===== config.mk =====
export PLATFORM = sky130hd
export DESIGN_NAME = cpu_irq_ctrl
export DESIGN_NICKNAME = d
export VERILOG_FILES = /design/src/rtl/sm83_irq_pkg.sv /design/src/rtl/irq_sync.sv /design/src/rtl/cpu_irq_ctrl.sv
export SDC_FILE = /design/constraint.sdc
export NUM_CORES = 1
export LEC_CHECK = 0
export ABC_AREA = 1
export CAP_MARGIN = 15
export CORE_MARGIN = 3
export CORE_UTILIZATION = 30
export DETAILED_ROUTE_END_ITERATION = 8
export PLACE_DENSITY = 0.67
export SLEW_MARGIN = 20
export SYNTH_ARGS = -nofsm -noshare
export SYNTH_HDL_FRONTEND = slang
export SYNTH_SLANG_ARGS = --single-unit

===== constraint.sdc =====
create_clock -name CLK -period 2.6 [get_ports CLK]
set_input_delay 0.65 -clock CLK [delete_from_list [all_inputs] [get_ports CLK]]
set_output_delay 0.65 -clock CLK [all_outputs]
set_load 0.05 [all_outputs]

===== src/rtl/sm83_irq_pkg.sv =====
// Shared constants for the SM83-style interrupt flag block.
package sm83_irq_pkg;

    localparam logic [15:0] IF_ADDR     = 16'hFF0F;
    localparam int          NUM_SRC     = 5;
    localparam int          SYNC_STAGES = 2;

    // Source bit positions within IF / IRQ_SRC
    localparam int IRQ_VBLANK = 0;
    localparam int IRQ_STAT   = 1;
    localparam int IRQ_TIMER  = 2;
    localparam int IRQ_SERIAL = 3;
    localparam int IRQ_JOYPAD = 4;

endpackage


===== src/rtl/irq_sync.sv =====
// Multi-flop synchronizer for asynchronous active-low lines.
// Flops reset to 1 so an idle (released) line reads as released.
module irq_sync #(
    parameter int WIDTH  = 4,
    parameter int STAGES = 2
) (
    input  logic             i_clk,
    input  logic             i_rst,
    input  logic             i_sync_rst,
    input  logic [WIDTH-1:0] i_d,
    output logic [WIDTH-1:0] o_q
);

    logic [STAGES-1:0][WIDTH-1:0] r_ff;

    // Shift raw input through STAGES flops; stage 0 samples the async line
    always_ff @(posedge i_clk or posedge i_rst) begin
        if (i_rst)
            r_ff <= '1;
        else if (i_sync_rst)
            r_ff <= '1;
        else
            r_ff <= {r_ff[STAGES-2:0], i_d};
    end

    assign o_q = r_ff[STAGES-1];

endmodule


===== src/rtl/cpu_irq_ctrl.sv =====
// Interrupt flag (IF) register with source edge detection, CPU
// read/write/ack access and joypad STOP-mode wake.
module cpu_irq_ctrl #(
    parameter logic [15:0] IF_ADDR     = sm83_irq_pkg::IF_ADDR,
    parameter int          NUM_SRC     = sm83_irq_pkg::NUM_SRC,
    parameter int          SYNC_STAGES = sm83_irq_pkg::SYNC_STAGES
) (
    input  logic               CLK,
    input  logic               RESET,
    input  logic               SYNC_RESET,
    input  logic [15:0]        A,
    input  logic [7:0]         D_IN,
    output logic [7:0]         D_OUT,
    output logic               D_OE,
    input  logic               RD,
    input  logic               WR,
    input  logic               MMIO_REQ,
    input  logic [NUM_SRC-1:0] IRQ_SRC,
    input  logic [3:0]         JOYP_N,
    input  logic [7:0]         CPU_IRQ_ACK,
    output logic [7:0]         CPU_IRQ_TRIG,
    output logic               WAKE
);

    import sm83_irq_pkg::*;

    logic [NUM_SRC-1:0] r_if;
    logic [NUM_SRC-1:0] r_src_prev;
    logic               r_joy_prev;
    logic               r_armed;     // low for one edge after reset: history reload only
    logic               r_wake;

    logic [3:0]         w_joy_sync;
    logic               w_joy_all;
    logic               w_hit;
    logic               w_wr_hit;
    logic [NUM_SRC-1:0] w_edge;
    logic [NUM_SRC-1:0] w_if_next;
    logic               w_unused;

    irq_sync #(
        .WIDTH  (4),
        .STAGES (SYNC_STAGES)
    ) u_joy_sync (
        .i_clk      (CLK),
        .i_rst      (RESET),
        .i_sync_rst (SYNC_RESET),
        .i_d        (JOYP_N),
        .o_q        (w_joy_sync)
    );

    assign w_joy_all = &w_joy_sync;
    assign w_hit     = MMIO_REQ & (A == IF_ADDR);
    assign w_wr_hit  = WR & w_hit;

    // Rising source edges, plus first-key-pressed on the joypad bit
    always_comb begin
        w_edge = '0;
        if (r_armed) begin
            w_edge = IRQ_SRC & ~r_src_prev;
            w_edge[IRQ_JOYPAD] = w_edge[IRQ_JOYPAD] | (r_joy_prev & ~w_joy_all);
        end
    end

    // Per-bit next IF: source edge beats CPU write, write beats ack
    always_comb begin
        w_if_next = r_if;
        for (int n = 0; n < NUM_SRC; n++) begin
            if (w_edge[n])
                w_if_next[n] = 1'b1;
            else if (w_wr_hit)
                w_if_next[n] = D_IN[n];
            else if (CPU_IRQ_ACK[n])
                w_if_next[n] = 1'b0;
        end
    end

    // Flag, edge history and wake registers
    always_ff @(posedge CLK or posedge RESET) begin
        if (RESET) begin
            r_if       <= '0;
            r_src_prev <= '0;
            r_joy_prev <= 1'b1;
            r_armed    <= 1'b0;
            r_wake     <= 1'b0;
        end else if (SYNC_RESET) begin
            r_if       <= '0;
            r_src_prev <= '0;
            r_joy_prev <= 1'b1;
            r_armed    <= 1'b0;
            r_wake     <= 1'b0;
        end else begin
            r_if       <= w_if_next;
            r_src_prev <= IRQ_SRC;
            r_joy_prev <= w_joy_all;
            r_armed    <= 1'b1;
            r_wake     <= |(~w_joy_sync);
        end
    end

    assign CPU_IRQ_TRIG = {{(8-NUM_SRC){1'b0}}, r_if};
    assign WAKE         = r_wake;

    // Read path returns the pre-edge flag value; unused upper bits read as 1
    assign D_OE  = RD & w_hit & ~RESET;
    assign D_OUT = D_OE ? {{(8-NUM_SRC){1'b1}}, r_if} : 8'h00;

    assign w_unused = ^{CPU_IRQ_ACK[7:NUM_SRC], D_IN[7:NUM_SRC]};

endmodule


==> run metrics, run 1 <==
status completed; # setup viols final 0; Hold Worst Slack 529 ps; drt pass-1 iters 6; most frequent cells in the layout clkdlybuf4s50_1 (33), nand2_1 (32), inv_1 (16); highest clock rate 395 MHz; pwr/cell area 358 nW/um^2; crit-path cells clkdlybuf4s50_1 -> inv_1 -> nor2_2 -> nand4_4 -> inv_2 -> buf_12 -> buf_12; Crit Path Class primary input to output pin; Crit. End Element output pin; core footprint 3390 um^2; met3 wire length 310 um; die height 65.7 um; Crit Path Max Fanout 6; worst path bufs/invs 5; Internal 481 uW; Hold Vio Cnt, Final 0; Metal-1 WL 1060 um; drt drc 0; Hold Crit Start u_joy_sync.o_q[0]; die width about 66 um; # hold bufs at CTS 0; sw frac between 20% and 30%; Power Total 661 uW; P&R area growth vs syn 72.8%; VDD IR max 282 uV; RR Endpoint r_if[4]; final worst slack 70.2 ps; DP Worst Slack -148 ps; num rows 21; commonest non-fill, non-tap cell in the layout clkdlybuf4s50_1; gr ovfl total 0; CTS buffer count 3; Total GRT Usage 11.1%; sequential power share 53.8%; DRT Wirelength 2600 um; synthesized flop and latch total 21; Worst EP required 1950 ps; n_diodes 0; Worst-Skew Late Latency 290 ps; FF-to-FF Start u_joy_sync.o_q[2]; worst rel slew slack roughly 65%; critical path depth 7; Maximum Capacitance Violations 0; GPL Wtd Cong 0.734; Die Area 4310 um^2; Starting Density 31.5%; Leak 0.000911 uW; min Tclk post-route 2530 ps; CTS H-tree depth 1; Max clock buf depth 2; vias after detailed routing a little over 1000; top post-synthesis cells by area dfrtp_1 (28%), dfstp_2 (22%), nand2_1 (11%); DR iter-0 viols 15; first-pass GRT wire length 3790 um; critical path's top delay family buffers and inverters; largest net degree at the start of global routing 22; Top Metal Used met4; Hold Crit Depth 2; cell taking the most area after synthesis dfrtp_1; WL/cell 11.0 um; Routed Antenna Nets 0; logic gate share of total power 23.4%; CTS tree built; HP Class register to register; CP peak stage delay about 470 ps; Clk pwr share between 20 and 25%; io pins 65; Switch Pwr about 180 uW; fin. max-slew vios 0; hpwl dp 2040 um; Cell Area, Synth 1070 um^2; Syn Area/Cell 8.09 um^2; Least-Margin Pin Slew 516 ps; CTS Root Cell clkbuf_4; final core utilization 54.5%; post-synth cell types 18; fraction of layout instances using a drive strength above 1 28.3%; CP startpoint kind primary input; Reg clk slew, reported paths 110 ps; initial antenna violation count 0; Ys Warns 0; worst path arrival time around 1900 ps; number of global-route vias before repair just under 900; cell mode on critical path buf_12; fin crit share between 90% and 100%; via/cell ratio 4.28; Clock Skew 0.984 ps; Critical path origin MMIO_REQ; Post-layout nets ~240; DR WL met2 ~1200 um; setup tns final 0 ps; register area share after synthesis 50.2%; Sink Count 21; Slowest cell on crit path clkdlybuf4s50_1; r2r setup slk 1490 ps; Reg2Reg Depth 7; Worst Hold Path EP r_joy_prev; Synth Instances roughly 130; number of port buffers 55; top cell type's share of synthesized area between 20% and 30%
per-layer routing:
| layer | global-route usage (%) | vias up |
|---|---|---|
| met4 | 3.89 | 0 |
| met3 | 2.91 | 4 |
| li1 | - | 511 |
| met1 | 13.0 | 448 |
| met2 | 19.5 | 51 |
| met5 | 0 | - |
power by group through the flow:
stage / Clock [uW] / Combinational (uW) / Sequential, uW
after floorplan: 0 / 55.6 / 379
after global placement: 0 / 155 / 361
after detailed placement: 0 / 157 / 362
after CTS: 156 / 154 / 356
after global routing: 176 / 168 / 358
final: 151 / 154 / 356
sequential cells by signal (all words and copies together), names as in the netlist:
signal	cells
WAKE	1
r_armed	1
r_if	5
r_joy_prev	1
r_src_prev	5
u_joy_sync.o_q	4
u_joy_sync.r_ff	4
worst max-delay path by stage:
| stage | to | slack (ps) |
|---|---|---|
| 2_1_floorplan | D_OUT[0] | 70 |
| 3_3_place_gp | D_OUT[7] | -130 |
| 3_5_place_dp | D_OUT[6] | -150 |
| 4_1_cts | D_OUT[6] | 1 |
| 5_1_grt | D_OUT[6] | -20 |
| 6_report | D_OUT[6] | 70 |
kinds of logic (layout without fill, tap and decap cells):
family                 Yosys count  in the layout  share of synthesized area [%]
DFF                             21             21                           50.2
other                            1              3                          0.351
and+or+nand+nor                 82             82                           37.4
buffers and inverters           28             85                           12.1
repair_timing:
item / CTS / global route
pin swaps: 5 / 6
setup buffers: 0 / 1
gates resized for setup: 15 / 11
setup endpoints to repair: 9 / 9
hold endpoints to repair: 0 / 0
tightest hold or removal path: stages, from the launching register on:
cell	delay (ps)
dfstp_2	380
nand4_1	80
nand2_1	70
final cells by class:
cell class / count / area, um^2
Fill cell: 326 / 1540
Clock inverter: 1 / 5.00
Multi-Input combinational cell: 85 / 445
Tap cell: 46 / 57.6
Sequential cell: 21 / 537
Clock buffer: 3 / 22.5
Timing Repair Buffer: 61 / 701
Inverter: 20 / 78.8
stage by stage:
| stage | cells | instance area [um^2] |
|---|---|---|
| CTS | 236 | 1810 |
| global route | 237 | 1850 |
| global placement | 232 | 1770 |
| floorplan | 134 | 1080 |
| finish | 237 | 1850 |
| detailed placement | 232 | 1770 |
synth_stat cells:
cell and count:
nand4_2 1, nand2_1 32, or2_0 1, nor3_2 1, nand4_1 12, nor3b_2 1, clkbuf_1 1, nand3_1 1
dfstp_2 9, dfrtp_1 12, inv_1 20, buf_2 1, or2_2 9, buf_4 6, nor2_1 21, conb_1 1
nand3_2 1, nor2_2 2
Note: power is estimated with default switching activity, not from simulation.
==> run 2, diff against run 1 <==
CTS_CLUSTER_DIAMETER = 200   (was default)
PLACE_DENSITY = 0.66   (was 0.67)
SYNTH_HIERARCHICAL = 1   (was default)
==> run metrics, run 2 <==
status completed; largest net degree at the start of global routing 14; Least-Margin Pin Slew 503 ps; Cell Area, Synth 1110 um^2; register area share after synthesis between 40 and 50%; Routed Antenna Nets 0; most common flop cell mapped by yosys dfrtp_1; WL/cell 10.5 um; cell taking the most area after synthesis dfrtp_1; Worst EP required 1950 ps; CTS buffer count 3; most frequent cells in the layout nand2_1 (39), clkdlybuf4s50_1 (30), inv_1 (26); GRT met2 Usage 19.7%; Clock Skew 0.750 ps; fin crit share 97.4%; n_diodes 0; multi-input logic area 427 um^2; synthesized flop and latch total 21; io pins 65; CTS Root Cell clkbuf_8; # setup viols final 0; RR Endpoint r_if[4]; Starting Density 32.3%; num rows 21; Hold Crit Start u_joy_sync/r_ff[0]; Leak 0.000998 uW; worst rel slew slack 66.4%; via/cell ratio 4.09; gr ovfl total 0; Reg clk slew, reported paths 80 ps; post-synth cell types 18; CTS tree built; commonest non-fill, non-tap cell in the layout nand2_1; Max clock buf depth 2; min Tclk post-route 2530 ps; HP Class register to register; initial antenna violation count 0; final core utilization 55.0%; die width 66.9 um; DRT Wirelength 2580 um; Total GRT Usage 11.6%; number of global-route vias before repair 959; core footprint 3440 um^2; ys async rst share 100%; top cell type's share of synthesized area 27.0%; Post-layout nets roughly 250; Hold Crit Depth 2; setup tns final 0 ps; DR iter-0 viols 13; met3 usage under 10%; count leader, synth nand2_1; Hold Vio Cnt, Final 0; hpwl dp 2150 um; Post-synth EDFFs 0; top post-synthesis cells by area dfrtp_1 (27%), dfstp_2 (21%), nand2_1 (14%); fin. max-slew vios 0; CP startpoint kind primary input; GPL Wtd Cong 0.829; Syn Area/Cell 7.66 um^2; Crit. End Element output pin; Reg2Reg Depth 7; GR peak layer met2; Crit Path Max Fanout 6; drt drc 0; # fillers 321; first-pass GRT wire length between 3000 and 4000 um; P&R area growth vs syn 70.4%; met1 usage a little over an eighth; number of port buffers 55; die height 66.9 um; Top Registers r_if (5), r_src_prev (5); Sink Count 21; Synth Instances 145; highest clock rate 395 MHz; Hold Worst Slack ~440 ps; drt pass-1 iters 4; Post-synth top cells nand2_1 (40), inv_1 (29), nor2_1 (21); Crit Path Class primary input to output pin; VDD IR max 352 uV; worst path arrival time around 1900 ps; FF-to-FF Start u_joy_sync/o_q[3]; Die Area 4470 um^2; vias after detailed routing 1009; Maximum Capacitance Violations 0; CTS H-tree depth 1; r2r setup slk 1520 ps; fraction of layout instances using a drive strength above 1 23.4%; Worst Hold Path EP u_joy_sync/o_q[0]; FF+latch area 537 um^2; Power Total 722 uW; Worst-Skew Late Latency between 200 and 300 ps; pwr/cell area 381 nW/um^2; Critical path origin A[14]; Ys Warns 6
run 2: final cells by class:
type	count	share of cell area [%]
tap	46	3.04
clock buffer	3	2.18
inverter	30	5.95
multi-input combinational	85	22.5
sequential	21	28.4
clock inverter	1	0.397
timing repair buffer	61	37.5
run 2: kinds of logic after synthesis:
kind of cell | synth area share (%)
simple gates | 34.1
flops | 48.3
other cells | 0.338
buf+inv | 17.2
run 2: per-stage QoR:
step | instances | area [um^2] | setup slack [ps]
global placement | 242 | 1790 | -141
finish | 247 | 1890 | 68.8
global route | 247 | 1890 | -8.66
CTS | 246 | 1850 | 6.50
detailed placement | 242 | 1790 | -164
floorplan | 147 | 1120 | 10.4
run 2: worst max-delay path, cell delays in order:
cell	delay, ps
clkdlybuf4s50_1	470
nand2_2	60
nor2_4	140
nand4_4	190
inv_2	120
buf_12	120
buf_12	130
run 2: what timing repair did:
item                                    4_1_cts  5_1_grt
pin swaps                                     4        8
buffers inserted                              0        1
hold buffers                                  0        0
gates resized for setup                      18       14
endpoints found under the setup margin        9        9
run 2: worst max path at each step:
| stage | end | slack, ps | cells past startpoint |
|---|---|---|---|
| after floorplan | D_OUT[0] | 10 | 5 |
| after global placement | D_OUT[7] | -140 | 7 |
| after detailed placement | D_OE | -160 | 7 |
| after CTS | D_OE | 7 | 7 |
| after global routing | D_OE | -9 | 7 |
| final | D_OE | 70 | 7 |
run 2: per-layer routing:
metal / vias to the layer above / routed length [um]
met4: 0 / 34
met3: 2 / 243
met5: - / 0
met2: 33 / 1290
li1: 534 / -
met1: 440 / 1020
run 2: where the power goes:
part	internal, uW	switching, uW
registers	348	7.52
clock network	108	103
logic	74.9	80.0
total	531	191
